### config.mk
export PLATFORM = sky130hd
export DESIGN_NAME = mem_arbiter_flat
export DESIGN_NICKNAME = d
export VERILOG_FILES = /design/src/rtl/mem_arbiter_if.sv /design/src/rtl/mem_arbiter.sv /design/src/flat_wrapper.sv
export SDC_FILE = /design/constraint.sdc
export NUM_CORES = 1
export LEC_CHECK = 0
export ABC_AREA = 1
export ABC_CLOCK_PERIOD_IN_PS = 1480
export CAP_MARGIN = 20
export CORE_ASPECT_RATIO = 0.5
export CORE_MARGIN = 1.5
export CORE_UTILIZATION = 36
export DETAILED_ROUTE_END_ITERATION = 12
export GPL_TIMING_DRIVEN = 1
export HOLD_SLACK_MARGIN = 0.08
export MAX_ROUTING_LAYER = met4
export PLACE_DENSITY = 0.78
export SYNTH_ARGS = -nofsm -noshare
export SYNTH_HDL_FRONTEND = slang
export SYNTH_SLANG_ARGS = --single-unit
### constraint.sdc
create_clock -name sys_clk -period 1.48 [get_ports sys_clk]
set_input_delay 0.37 -clock sys_clk [delete_from_list [all_inputs] [get_ports sys_clk]]
set_output_delay 0.37 -clock sys_clk [all_outputs]
set_load 0.1 [all_outputs]
### src/rtl/mem_arbiter_if.sv
// mem_arbiter_if: IFU, LSU and memory-port handshake bundle around the memory arbiter
interface mem_arbiter_if #(
  parameter int ADDR_W = 32,
  parameter int DATA_W = 32
);
  logic              ifu_req_valid, ifu_req_ready;
  logic [ADDR_W-1:0] ifu_addr;
  logic              ifu_resp_valid, ifu_resp_ready;
  logic [DATA_W-1:0] ifu_rdata;
  logic              ifu_err;
  logic              lsu_req_valid, lsu_req_ready, lsu_wen;
  logic [ADDR_W-1:0] lsu_addr;
  logic [DATA_W-1:0] lsu_wdata;
  logic [3:0]        lsu_wmask;
  logic              lsu_resp_valid, lsu_resp_ready;
  logic [DATA_W-1:0] lsu_rdata;
  logic              lsu_err;
  logic              mem_req_valid, mem_req_ready, mem_wen;
  logic [ADDR_W-1:0] mem_addr;
  logic [DATA_W-1:0] mem_wdata;
  logic [3:0]        mem_wmask;
  logic              mem_resp_valid;
  logic [DATA_W-1:0] mem_rdata;
  modport slave (
    input  ifu_req_valid, ifu_addr, ifu_resp_ready,
    input  lsu_req_valid, lsu_wen, lsu_addr, lsu_wdata, lsu_wmask, lsu_resp_ready,
    input  mem_req_ready, mem_resp_valid, mem_rdata,
    output ifu_req_ready, ifu_resp_valid, ifu_rdata, ifu_err,
    output lsu_req_ready, lsu_resp_valid, lsu_rdata, lsu_err,
    output mem_req_valid, mem_wen, mem_addr, mem_wdata, mem_wmask
  );
  modport master (
    output ifu_req_valid, ifu_addr, ifu_resp_ready,
    output lsu_req_valid, lsu_wen, lsu_addr, lsu_wdata, lsu_wmask, lsu_resp_ready,
    output mem_req_ready, mem_resp_valid, mem_rdata,
    input  ifu_req_ready, ifu_resp_valid, ifu_rdata, ifu_err,
    input  lsu_req_ready, lsu_resp_valid, lsu_rdata, lsu_err,
    input  mem_req_valid, mem_wen, mem_addr, mem_wdata, mem_wmask
  );
endinterface

### src/rtl/mem_arbiter.sv
// mem_arbiter: shares one memory port between IFU and LSU, one transaction at a time, with a response watchdog
module mem_arbiter #(
  parameter int ADDR_W  = 32,
  parameter int DATA_W  = 32,
  parameter int TIMEOUT = 255
) (
  input logic          sys_clk,
  input logic          sys_rst,
  mem_arbiter_if.slave bus
);
  typedef enum logic [1:0] {IDLE, ISSUE, WAIT, RESP} state_t;
  state_t            r_state, w_next;
  logic              r_owner, r_last, r_wen, r_err, r_drop;
  logic [ADDR_W-1:0] r_addr;
  logic [DATA_W-1:0] r_wdata, r_rdata;
  logic [3:0]        r_wmask;
  logic [7:0]        r_cnt;
  logic              w_open, w_gnt_ifu, w_gnt_lsu, w_gnt, w_timeout, w_resp_done, w_ifu_rv, w_lsu_rv;
  // owner/last encoding: 1 = LSU, 0 = IFU
  assign w_open      = r_state == IDLE && !r_drop && !sys_rst;
  assign w_gnt_ifu   = w_open && bus.ifu_req_valid && (!bus.lsu_req_valid || r_last);
  assign w_gnt_lsu   = w_open && bus.lsu_req_valid && (!bus.ifu_req_valid || !r_last);
  assign w_gnt       = w_gnt_ifu || w_gnt_lsu;
  assign w_timeout   = r_cnt == 8'(TIMEOUT);
  assign w_resp_done = r_owner ? bus.lsu_resp_ready : bus.ifu_resp_ready;
  assign w_ifu_rv    = r_state == RESP && !r_owner;
  assign w_lsu_rv    = r_state == RESP && r_owner;
  assign bus.ifu_req_ready  = w_gnt_ifu;
  assign bus.lsu_req_ready  = w_gnt_lsu;
  assign bus.ifu_resp_valid = w_ifu_rv;
  assign bus.lsu_resp_valid = w_lsu_rv;
  assign bus.ifu_rdata      = w_ifu_rv ? r_rdata : '0;
  assign bus.lsu_rdata      = w_lsu_rv ? r_rdata : '0;
  assign bus.ifu_err        = w_ifu_rv && r_err;
  assign bus.lsu_err        = w_lsu_rv && r_err;
  assign bus.mem_req_valid  = r_state == ISSUE;
  assign bus.mem_wen        = r_wen;
  assign bus.mem_addr       = r_addr;
  assign bus.mem_wdata      = r_wdata;
  assign bus.mem_wmask      = r_wmask;
  always_comb begin
    w_next = r_state;
    case (r_state)
      IDLE:    w_next = w_gnt ? ISSUE : IDLE;
      ISSUE:   w_next = bus.mem_req_ready ? WAIT : ISSUE;
      WAIT:    w_next = (bus.mem_resp_valid || w_timeout) ? RESP : WAIT;
      default: w_next = w_resp_done ? IDLE : RESP;
    endcase
  end
  always_ff @(posedge sys_clk) begin
    if (sys_rst) begin
      r_state <= IDLE;
      r_owner <= 1'b0;
      r_last  <= 1'b1;
      r_wen   <= 1'b0;
      r_err   <= 1'b0;
      r_drop  <= 1'b0;
      r_addr  <= '0;
      r_wdata <= '0;
      r_rdata <= '0;
      r_wmask <= '0;
      r_cnt   <= '0;
    end else begin
      r_state <= w_next;
      if (w_gnt) begin
        r_owner <= w_gnt_lsu;
        r_last  <= w_gnt_lsu;
        r_addr  <= w_gnt_lsu ? bus.lsu_addr : bus.ifu_addr;
        r_wen   <= w_gnt_lsu && bus.lsu_wen;
        r_wdata <= w_gnt_lsu ? bus.lsu_wdata : '0;
        r_wmask <= w_gnt_lsu ? bus.lsu_wmask : 4'b0000;
      end
      r_cnt <= r_state == WAIT ? r_cnt + 8'd1 : '0;
      // a real response beats a simultaneous timeout; a late response after timeout is swallowed
      if (r_state == WAIT && bus.mem_resp_valid) begin
        r_rdata <= r_wen ? '0 : bus.mem_rdata;
        r_err   <= 1'b0;
      end else if (r_state == WAIT && w_timeout) begin
        r_rdata <= '0;
        r_err   <= 1'b1;
        r_drop  <= 1'b1;
      end else if (r_drop && bus.mem_resp_valid) begin
        r_drop  <= 1'b0;
      end
    end
  end
endmodule
### src/flat_wrapper.sv
// flat-port wrapper written by rule: the top's interface ports become plain ports
module mem_arbiter_flat 
#(
  parameter int ADDR_W  = 32,
  parameter int DATA_W  = 32,
  parameter int TIMEOUT = 255
)
  (sys_clk, sys_rst, bus_ifu_req_valid, bus_ifu_addr, bus_ifu_resp_ready, bus_lsu_req_valid, bus_lsu_wen, bus_lsu_addr, bus_lsu_wdata, bus_lsu_wmask, bus_lsu_resp_ready, bus_mem_req_ready, bus_mem_resp_valid, bus_mem_rdata, bus_ifu_req_ready, bus_ifu_resp_valid, bus_ifu_rdata, bus_ifu_err, bus_lsu_req_ready, bus_lsu_resp_valid, bus_lsu_rdata, bus_lsu_err, bus_mem_req_valid, bus_mem_wen, bus_mem_addr, bus_mem_wdata, bus_mem_wmask);
  mem_arbiter_if #(.ADDR_W(ADDR_W), .DATA_W(DATA_W)) bus_i ();
  input logic sys_clk;
  input logic sys_rst;
  input wire logic [$bits(bus_i.ifu_req_valid)-1:0] bus_ifu_req_valid;
  input wire logic [$bits(bus_i.ifu_addr)-1:0] bus_ifu_addr;
  input wire logic [$bits(bus_i.ifu_resp_ready)-1:0] bus_ifu_resp_ready;
  input wire logic [$bits(bus_i.lsu_req_valid)-1:0] bus_lsu_req_valid;
  input wire logic [$bits(bus_i.lsu_wen)-1:0] bus_lsu_wen;
  input wire logic [$bits(bus_i.lsu_addr)-1:0] bus_lsu_addr;
  input wire logic [$bits(bus_i.lsu_wdata)-1:0] bus_lsu_wdata;
  input wire logic [$bits(bus_i.lsu_wmask)-1:0] bus_lsu_wmask;
  input wire logic [$bits(bus_i.lsu_resp_ready)-1:0] bus_lsu_resp_ready;
  input wire logic [$bits(bus_i.mem_req_ready)-1:0] bus_mem_req_ready;
  input wire logic [$bits(bus_i.mem_resp_valid)-1:0] bus_mem_resp_valid;
  input wire logic [$bits(bus_i.mem_rdata)-1:0] bus_mem_rdata;
  output wire logic [$bits(bus_i.ifu_req_ready)-1:0] bus_ifu_req_ready;
  output wire logic [$bits(bus_i.ifu_resp_valid)-1:0] bus_ifu_resp_valid;
  output wire logic [$bits(bus_i.ifu_rdata)-1:0] bus_ifu_rdata;
  output wire logic [$bits(bus_i.ifu_err)-1:0] bus_ifu_err;
  output wire logic [$bits(bus_i.lsu_req_ready)-1:0] bus_lsu_req_ready;
  output wire logic [$bits(bus_i.lsu_resp_valid)-1:0] bus_lsu_resp_valid;
  output wire logic [$bits(bus_i.lsu_rdata)-1:0] bus_lsu_rdata;
  output wire logic [$bits(bus_i.lsu_err)-1:0] bus_lsu_err;
  output wire logic [$bits(bus_i.mem_req_valid)-1:0] bus_mem_req_valid;
  output wire logic [$bits(bus_i.mem_wen)-1:0] bus_mem_wen;
  output wire logic [$bits(bus_i.mem_addr)-1:0] bus_mem_addr;
  output wire logic [$bits(bus_i.mem_wdata)-1:0] bus_mem_wdata;
  output wire logic [$bits(bus_i.mem_wmask)-1:0] bus_mem_wmask;
  assign bus_i.ifu_req_valid = bus_ifu_req_valid;
  assign bus_i.ifu_addr = bus_ifu_addr;
  assign bus_i.ifu_resp_ready = bus_ifu_resp_ready;
  assign bus_i.lsu_req_valid = bus_lsu_req_valid;
  assign bus_i.lsu_wen = bus_lsu_wen;
  assign bus_i.lsu_addr = bus_lsu_addr;
  assign bus_i.lsu_wdata = bus_lsu_wdata;
  assign bus_i.lsu_wmask = bus_lsu_wmask;
  assign bus_i.lsu_resp_ready = bus_lsu_resp_ready;
  assign bus_i.mem_req_ready = bus_mem_req_ready;
  assign bus_i.mem_resp_valid = bus_mem_resp_valid;
  assign bus_i.mem_rdata = bus_mem_rdata;
  assign bus_ifu_req_ready = bus_i.ifu_req_ready;
  assign bus_ifu_resp_valid = bus_i.ifu_resp_valid;
  assign bus_ifu_rdata = bus_i.ifu_rdata;
  assign bus_ifu_err = bus_i.ifu_err;
  assign bus_lsu_req_ready = bus_i.lsu_req_ready;
  assign bus_lsu_resp_valid = bus_i.lsu_resp_valid;
  assign bus_lsu_rdata = bus_i.lsu_rdata;
  assign bus_lsu_err = bus_i.lsu_err;
  assign bus_mem_req_valid = bus_i.mem_req_valid;
  assign bus_mem_wen = bus_i.mem_wen;
  assign bus_mem_addr = bus_i.mem_addr;
  assign bus_mem_wdata = bus_i.mem_wdata;
  assign bus_mem_wmask = bus_i.mem_wmask;
  mem_arbiter #(.ADDR_W(ADDR_W), .DATA_W(DATA_W), .TIMEOUT(TIMEOUT)) u_core (.sys_clk(sys_clk), .sys_rst(sys_rst), .bus(bus_i));
endmodule
Word-level counts from Yosys, hierarchy flattened
Index checks and enable logic that the tools add are counted.
W data, S select, Z words.
Storage, ports and cells
  flip-flop bits (word level): 115
  ROM bits: 0
  word-level logic and storage cells: 64
  memories: 0
  bits in latches: 0
  RAM bits: 0
  output and inout bits: 140
Cells by class
  $lt $le $gt $ge: 0
  eq/ne operators: 4
  reductions and logical operators: 30
  add/sub/neg operators: 1
  $mul: 0
  muxes and demuxes: 16
  div/mod/pow operators: 0
  bitwise operators: 2
  shift operators: 0
Operator list (number)
  $mux W32: 7
  $logic_and A1 B1 Y1: 14
  $add A8 B1 Y8 const B: 1
  $eq A8 B8 Y1 const B: 1
  $logic_not A1 Y1: 6
  $pmux W2 S3: 1
  $mux W1: 5
  $eq A2 B2 Y1 const B: 2
  $logic_or A1 B1 Y1: 4
  $mux W2: 2
  $mux W4: 1
  $reduce_bool A2 Y1: 2
  $reduce_or A2 Y1: 2
  $eq A2 B1 Y1 const B: 1
  $logic_not A2 Y1: 1
  $not A1 Y1: 2
  $reduce_and A2 Y1: 1

Logic depth before layout (Yosys ltp)
Gate-level depths: netlist (run 1).
  word-level depth: 8
  mapped depth: 9
  mapped depth without buffers: 9

Worst setup path before layout (run 1)
Ideal clock, no wire load.
  path type: register -> output
  start: register u_core.r_state[1]
  end: output port bus_ifu_rdata[10]
  slack: -2.347 ns
  stages on the path, launching flop included: 6
  arrival time: 3.457 ns
  cells stage by stage: dfxtp_1 nand2_1 nor2_1 inv_2 clkbuf_1 nor2_1
Between the ends
  word-level cells in the longest chain between the ends: 3
Ends and longest elaborated chain
  from (decl): RTL line mem_arbiter.sv:12  | state_t r_state, w_next;
  from (signal assigned): RTL line mem_arbiter.sv:64  | r_state <= w_next;
  $eq A2 B2 Y1: RTL line mem_arbiter.sv:26  | assign w_ifu_rv = r_state == RESP && !r_owner;
  $logic_and A1 B1 Y1: RTL line mem_arbiter.sv:26
  via bus_ifu_resp_valid: RTL line flat_wrapper.sv:25  | output wire logic [$bits(bus_i.ifu_resp_valid)-1:0] bus_ifu_resp_valid;
  $mux W32: RTL line mem_arbiter.sv:32  | assign bus.ifu_rdata = w_ifu_rv ? r_rdata : '0;
  to (decl): RTL line flat_wrapper.sv:26  | output wire logic [$bits(bus_i.ifu_rdata)-1:0] bus_ifu_rdata;
The timed path passes the listed nets, and every way through them passes these cells.

Worst setup path after layout (run 1)
  start: register u_core.r_state[1]
  end: output port bus_ifu_req_ready
Between the ends
  word-level cells in the longest chain between the ends: 5
Ends and longest elaborated chain
  $logic_not A2 Y1: RTL line mem_arbiter.sv:20  | assign w_open = r_state == IDLE && !r_drop && !sys_rst;
  $logic_and A1 B1 Y1 (2 in series): RTL line mem_arbiter.sv:20
  $logic_and A1 B1 Y1 (2 in series): RTL line mem_arbiter.sv:21  | assign w_gnt_ifu = w_open && bus.ifu_req_valid && (!bus.lsu_req_valid || r_last);
  to (decl): RTL line flat_wrapper.sv:24  | output wire logic [$bits(bus_i.ifu_req_ready)-1:0] bus_ifu_req_ready;
Every way passes these cells.

==> impl_metrics.ini, run 1 <==
[grt]
grt_util_met3_pct = 6.94
grt_pass1_wl_um = 37600
grt_start_max_net_pins = 57
grt-ovfl-total = 0
gr-usage-met2_pct = 59.3
antenna_found_initial = 0
met1_usage_pct = 33.7
grt-busiest-layer = met2
grt.total_usage_pct = 33.0
grt_pass1_vias = 7031

[critical_path]
critPathLaunch = u_core.r_state[1]
path_delay_family = buffers and inverters
ff2ff_path_depth = 9
cp_num_buf_inv = 4
slowest_stage = dfxtp_4
reg2reg_from = u_core.r_state[1]
cp-end-kind = primary output
r2r_end = u_core.bus.mem_wdata[16]
critPathMaxFanout = 3
crit_type = register to primary output
crit_top_cell = buf_6
path_cells = buf_6 -> nor2_2 -> nand4_1 -> buf_6 -> clkinvlp_4 -> buf_12
crit_required_ns = 1.11
worst_ep_arrival_time_ns = 1.67
max_stage_delay_ns = 0.36
start_kind = register
reg2reg_setup_slack_ns = -0.37

[sta]
drv_slew = 0
setup_viol = 177
finalCritPeriodShare_pct = 138
finClkSkew_ns = 0.00895
hold_violations = 0
worst_pin_slew_ns = 0.495
min_period_ns = 2.04
fmax_mhz = 491
setup_ws_ns = -0.559
rsz0062_at_grt = yes
relSlewSlack_pct = 67.0

[clocking]
clock-sinks = 115
cts_root_buf = clkbuf_16
insertion_delay_ns = 0.42
clkTransAtPathRegs_ns = 0.06
cts_tree = built
cts_buffers = 17
ctsLongestPathBuffers = 2
htreeDepth = 4

[floorplan]
dieHeight_um = 88.0
rows = 30
die_area_um2 = 15200
die_w_um = 173
coreArea_um2 = 13800
pin_count = 281
start_util_pct = 37.7

[finish]
fill_cells = 640
multi_input_area_um2 = 3140
drive_above_1_share_pct = 37.9
layout.area.seq_um2 = 2320
fin_util_pct = 85.3
layout.nets = 1204
fin_area_um2 = 11800
area_growth_pct = 126
n_antenna_cell = 0

[synth]
synth_fp_nets = 886
synth_commonest_cells = nand2_1 (151), dfxtp_1 (115), nand3_1 (106)
syn_area_per_cell_um2 = 6.99
async_flop_share_pct = 0
synthCells = 744
synth.most_common_cell = nand2_1
yosys.area.top_type = dfxtp_1
yosys_most_used_dff = dfxtp_1
synth.top_cell.area_share_pct = 44.3
synth_edf_count = 0
synth-seq-area-share_pct = 44.3
synth.distinct_cells = 28
yosys_warnings = 0
yosys_register_bits = 115
synthesis.area_um2 = 5200
synthTopCellsByArea = dfxtp_1 (44%), nand2_1 (11%), nand3_1 (10%), a21oi_1 (10%), nor2_1 (6.1%)

[worst_hold_path]
hold_path.class = register to register
hold_end = u_core.r_cnt[0]
min_from = u_core.r_cnt[0]
min_path_cells = 1

[placed_design]
post-dp-hpwl_um = 14900
portBuffers = 280
place_area_um2 = 10400
gp_congestion = 0.834

[pwr]
leakage_nw = 4.20
power.total_mw = 10.5
powerDensity_nw_per_um2 = 895
worst_ir_drop_vdd_mv = 0.896

[drt]
wl_um = 28000
via_per_inst = 5.59
wire_per_inst_um = 22.1
remaining_drc_errors = 0
num_vias = 7087
postRouteAntennaNets = 0
drt_iter0_markers = 565
drt_pass1_iterations = 5

[outcome]
violations = setup timing
status = finished with violations

[job]
drv_cap = 0
-- area by class of cell --
type / count / area share (%)
flip-flops and latches: 115 / 19.7
clock inverters: 10 / 1.10
multi-input cells: 497 / 26.7
clock buffers: 22 / 4.03
well taps: 192 / 2.04
repair buffers: 353 / 43.8
inverters: 78 / 2.67
-- cell families (layout without fill, tap and decap cells) --
kind of cell | Yosys count | count (layout) | synth area share, %
AO/OA/AOI/OAI | 143 | 143 | 15.7
flip-flops | 115 | 115 | 44.3
AND/OR/NAND/NOR | 350 | 350 | 28.4
XOR/XNOR | 3 | 3 | 0.505
adder cells (fa/ha/maj) | 1 | 1 | 0.241
buffers and inverters | 132 | 463 | 10.9
-- flip-flops by register name (all words and copies together) (netlist names) --
signal                count
u_core.r_last             1
u_core.r_drop             1
u_core.bus.mem_wdata     32
u_core.bus.mem_addr      32
u_core.r_cnt              8
u_core.r_err              1
u_core.r_rdata           32
u_core.bus.mem_wen        1
u_core.r_owner            1
u_core.r_state            2
u_core.bus.mem_wmask      4
-- per-layer routing --
layer	up-vias	part of all wire, %
met2	487	51
met4	0	6.6
met3	179	7.1
met1	3391	36
li1	3030	-
met5	-	0
-- worst max-delay path by stage --
stage | to | slack (ns) | depth (start not counted)
final | bus_ifu_req_ready | -0.56 | 6
after global routing | bus_lsu_rdata[21] | -0.57 | 5
after detailed placement | u_core.bus.mem_wdata[14] | -0.39 | 9
after global placement | bus_ifu_req_ready | -0.34 | 6
after CTS | bus_ifu_rdata[21] | -0.50 | 6
after floorplan | bus_ifu_rdata[10] | -0.76 | 5
-- timing repair --
action                                  4_1_cts  5_1_grt
hold buffers                                  0        0
endpoints found under the setup margin      108      181
setup buffers                                15        6
cloned                                        7        1
resized for setup                            67       63
pin swaps                                    27       10
-- stage by stage --
| stage | instances | worst slack [ns] | hold slack, ns | TNS (ns) |
|---|---|---|---|---|
| 3_3_place_gp | 1207 | -0.337 | 0.425 | -24.31 |
| 4_1_cts | 1261 | -0.498 | 0.416 | -39.63 |
| 3_5_place_dp | 1207 | -0.385 | 0.439 | -29.67 |
| 6_report | 1267 | -0.559 | 0.458 | -56.43 |
| 5_1_grt | 1267 | -0.567 | 0.480 | -62.81 |
| 2_1_floorplan | 744 | -0.758 | 0.418 | -36.25 |
-- power by group --
group / switching (mW) / total (mW) / internal [mW]
Sequential: 0.158 / 3.40 / 3.24
Combinational: 1.68 / 2.85 / 1.17
Clock: 1.53 / 4.30 / 2.77
Total: 3.37 / 10.5 / 7.17
-- layout by cell type, fill, tap and decap left out, types with 6 or more instances in the layout --
| cell type | synthesis | final |
|---|---|---|
| buf_12 | 0 | 157 |
| clkdlybuf4s50_1 | 0 | 138 |
| nand2_1 | 151 | 121 |
| dfxtp_1 | 115 | 109 |
| nand3_1 | 106 | 104 |
| nor2_4 | 2 | 73 |
| inv_1 | 75 | 71 |
| a21oi_1 | 104 | 66 |
| a21oi_2 | 0 | 38 |
| buf_4 | 14 | 33 |
| o21bai_1 | 32 | 32 |
| nand2_2 | 2 | 29 |
| clkbuf_16 | 0 | 18 |
| buf_6 | 0 | 17 |
| nor2_1 | 85 | 13 |
| buf_16 | 0 | 6 |
Power figures use the tool's default switching activity.
==> inputs of run 2 (changes only) <==
--- a/config.mk
+++ b/config.mk
@@ -11,6 +11,7 @@
 export CORE_ASPECT_RATIO = 0.5
 export CORE_MARGIN = 1.5
 export CORE_UTILIZATION = 36
+export CTS_CLUSTER_SIZE = 14
 export DETAILED_ROUTE_END_ITERATION = 12
 export GPL_TIMING_DRIVEN = 1
 export HOLD_SLACK_MARGIN = 0.08
==> results of run 2 <==
Final layout, timing and power as in run 1 (identical DEF).
==> inputs of run 3 (changes only) <==
--- a/config.mk
+++ b/config.mk
@@ -7,16 +7,16 @@
 export LEC_CHECK = 0
 export ABC_AREA = 1
 export ABC_CLOCK_PERIOD_IN_PS = 1480
-export CAP_MARGIN = 20
+export CAP_MARGIN = 15
 export CORE_ASPECT_RATIO = 0.5
 export CORE_MARGIN = 1.5
 export CORE_UTILIZATION = 36
 export CTS_CLUSTER_SIZE = 14
 export DETAILED_ROUTE_END_ITERATION = 12
 export GPL_TIMING_DRIVEN = 1
-export HOLD_SLACK_MARGIN = 0.08
 export MAX_ROUTING_LAYER = met4
 export PLACE_DENSITY = 0.78
+export SETUP_SLACK_MARGIN = 0.3
 export SYNTH_ARGS = -nofsm -noshare
 export SYNTH_HDL_FRONTEND = slang
 export SYNTH_SLANG_ARGS = --single-unit
==> impl_metrics.ini, run 3 <==
[outcome]
status = aborted with a tool error
haltStage = 4_1_cts
error = [ERROR DPL-0033] detailed placement checks failed during check placement.

[synth]
synth_fp_nets = 886
yosys.area.top_type = dfxtp_1
synth.top_cell.area_share_pct = 44.3
synth_commonest_cells = nand2_1 (151), dfxtp_1 (115), nand3_1 (106)
synthAdderAreaFrac_pct = 0.241
synthesis.area_um2 = 5200
synthMuxAreaShare_pct = 0
yosys_most_used_dff = dfxtp_1
syn_area_per_cell_um2 = 6.99
synthCells = 744
synth.most_common_cell = nand2_1
async_flop_share_pct = 0
yosys.area_share.xor_xnor_pct = 0.505
yosys_warnings = 0
yosys_register_bits = 115
synth_top_family_by_area = simple AND/OR/NAND/NOR gates
synth.distinct_cells = 28
synth-seq-area-share_pct = 44.3
synth-compound-area-share_pct = 15.7
synthTopCellsByArea = dfxtp_1 (44%), nand2_1 (11%), nand3_1 (10%), a21oi_1 (10%), nor2_1 (6.1%)
synth_simple_gate_area_share_pct = 28.4
synth_edf_count = 0

[placed_design]
dp.cells = 1200
gp_congestion = 0.796
portBuffers = 280
post-dp-hpwl_um = 15100
place_area_um2 = 10800
post-place-ws_ns = -0.602

[floorplan]
start_util_pct = 37.7
dieHeight_um = 88.0
die_w_um = 173
rows = 30
pin_count = 281

[clocking]
clock-sinks = 115
cts_buffers = 17
cts_hold_buf = 0
post_cts_buffers = 80
ctsResizeCount = 201
htreeDepth = 4
ctsLongestPathBuffers = 2
cts_root_buf = clkbuf_16
run 3: cell counts after synthesis:
Identical to the previous run, type by type.
run 3: logic make-up after synthesis:
family | after synthesis
xor+xnor | 3
flops | 115
buf+inv | 132
compound gates | 143
simple gates | 350
fa+ha+maj | 1
run 3: metrics by stage:
stage / util (%) / hold WS [ns] / setup TNS (ns)
global placement: 78.4 / 0.426 / -34.01
floorplan: - / 0.420 / -36.58
detailed placement: 78.4 / 0.437 / -40.04
==> inputs of run 4 (changes only) <==
==> config.mk (replaced) <==
export PLATFORM = sky130hd
export DESIGN_NAME = mem_arbiter_flat
export DESIGN_NICKNAME = d
export VERILOG_FILES = /design/src/rtl/mem_arbiter_if.sv /design/src/rtl/mem_arbiter.sv /design/src/flat_wrapper.sv
export SDC_FILE = /design/constraint.sdc
export NUM_CORES = 1
export LEC_CHECK = 0
export ABC_AREA = 1
export ABC_CLOCK_PERIOD_IN_PS = 1900
export CAP_MARGIN = 15
export CORE_MARGIN = 1.5
export CORE_UTILIZATION = 35
export DETAILED_ROUTE_END_ITERATION = 12
export GPL_TIMING_DRIVEN = 1
export PLACE_DENSITY_LB_ADDON = 0.15
export SYNTH_ARGS = -nofsm -noshare
export SYNTH_HDL_FRONTEND = slang
export SYNTH_SLANG_ARGS = --single-unit
==> constraint.sdc (replaced) <==
create_clock -name sys_clk -period 1.9 [get_ports sys_clk]
set_input_delay 0.475 -clock sys_clk [delete_from_list [all_inputs] [get_ports sys_clk]]
set_output_delay 0.475 -clock sys_clk [all_outputs]
set_load 0.1 [all_outputs]
==> impl_metrics.ini, run 4 (same netlist as run 1, synthesis figures left out) <==
[grt]
grt.total_usage_pct = 24.2
grt_pass1_wl_um = 30100
grt_pass1_vias = 5805
grt-ovfl-total = 0
grt_start_max_net_pins = 107
antenna_found_initial = 0

[critical_path]
cp-end-kind = primary output
ff2ff_path_depth = 8
start_kind = register
crit_required_ns = 1.42
worst_ep_arrival_time_ns = 1.58
critPathMaxFanout = 7
crit_type = register to primary output

[finish]
layout_commonest_cell = buf_12
n_antenna_cell = 0
fin_util_pct = 75.5
layout_common_cells = buf_12 (152), nand2_1 (150), clkdlybuf4s50_1 (137)
area_growth_pct = 111
layout.nets = 1172
fill_cells = 1030
drive_above_1_share_pct = 28.0
fin_area_um2 = 11000

[pwr]
pwr-share-comb_pct = 26.9
leakage_nw = 3.94
switchingPower_mw = 2.31
powerDensity_nw_per_um2 = 675
clkPwrFrac_pct = 37.6
seq_power_share_pct = 35.5
p_int_mw = 5.10
p_sw_share_pct = 31.1
worst_ir_drop_vdd_mv = 0.518

[floorplan]
coreArea_um2 = 14500
start_util_pct = 35.8
die_area_um2 = 15600
pin_count = 281
die_w_um = 125
rows = 44
dieHeight_um = 125

[placed_design]
post-place-ws_ns = -0.130
place_area_um2 = 10200
portBuffers = 280
gp_congestion = 0.789
post-dp-hpwl_um = 13500

[drt]
drt_iter0_markers = 317
postRouteAntennaNets = 0
num_vias = 5980
via_per_inst = 4.88
drt_pass1_iterations = 4
remaining_drc_errors = 0
wire_per_inst_um = 15.6
wl_um = 19100

[clocking]
clock-sinks = 115
htreeDepth = 4
cts_buffers = 17
cts_tree = built
cts_root_buf = clkbuf_16
cts_hold_buf = 0
clkTransAtPathRegs_ns = 0.05
ctsLongestPathBuffers = 2
insertion_delay_ns = 0.41

[outcome]
status = finished with violations
violations = setup timing

[sta]
fmax_mhz = 488
rsz0062_at_grt = yes
finalCritPeriodShare_pct = 108
drv_slew = 0
min_period_ns = 2.05
hold_violations = 0
setup_viol = 69
setup_ws_ns = -0.151
worst_pin_slew_ns = 0.495
relSlewSlack_pct = 67.0
finClkSkew_ns = 0.00888

[job]
drv_cap = 0

[worst_hold_path]
min_path_cells = 1
hold_path.class = register to register
run 4: area by class of cell:
cell class,instances,area (um^2),area share [%]
Inverter,78,307,2.79
Tap cell,184,230,2.10
Sequential cell,115,2310,21.1
Clock buffer,26,489,4.46
Timing Repair Buffer,321,4750,43.3
Clock inverter,5,27.5,0.251
Multi-Input combinational cell,497,2860,26.0
run 4: repair_timing:
item | 4_1_cts | 5_1_grt
setup endpoints to repair | 69 | 70
resized for setup | 22 | 7
pin swaps | 8 | 7
setup buffers | 9 | 1
cloned | 1 | 1
run 4: per-layer routing:
layer	up-vias	GRT usage, %	part of all wire [%]
li1	2967	-	-
met1	2731	28.6	40
met2	242	40.9	50
met3	40	7.22	7.2
met4	0	10.6	3.3
met5	-	0	0
run 4: critical path: stages, from the launching register on:
cell and delay [ns]:
dfxtp_4 0.37, nand2_4 0.06, nor2_4 0.18, inv_8 0.09
buf_16 0.17, nor2_4 0.12, buf_12 0.18
run 4: metrics by stage:
stage	power, mW	std cells	TNS, ns	hold WS [ns]
after floorplan	3.75	744	-15.60	0.418
after global placement	4.63	1183	-1.80	0.431
after detailed placement	4.64	1183	-3.23	0.440
after CTS	7.46	1224	-8.34	0.451
after global routing	7.68	1226	-12.04	0.474
final	7.41	1226	-8.39	0.447
run 4: path summary, 6_finish.rpt:
| path | from | endpoint | slack (ns) |
|---|---|---|---|
| max | u_core.r_state[1] | bus_ifu_rdata[20] | -0.15 |
| min | u_core.r_cnt[0] | u_core.r_cnt[0] | 0.45 |
| max reg2reg | u_core.r_state[1] | u_core.bus.mem_addr[19] | 0.17 |
| min reg2reg | u_core.r_cnt[0] | u_core.r_cnt[0] | 0.45 |
run 4: power by group through the flow:
stage          logic [mW]  registers, mW  clock network, mW
3_3_place_gp         1.95           2.68                  0
2_1_floorplan       0.517           3.23                  0
4_1_cts              1.99           2.63               2.84
5_1_grt              2.09           2.64               2.95
3_5_place_dp         1.96           2.68                  0
6_report             1.99           2.63               2.78
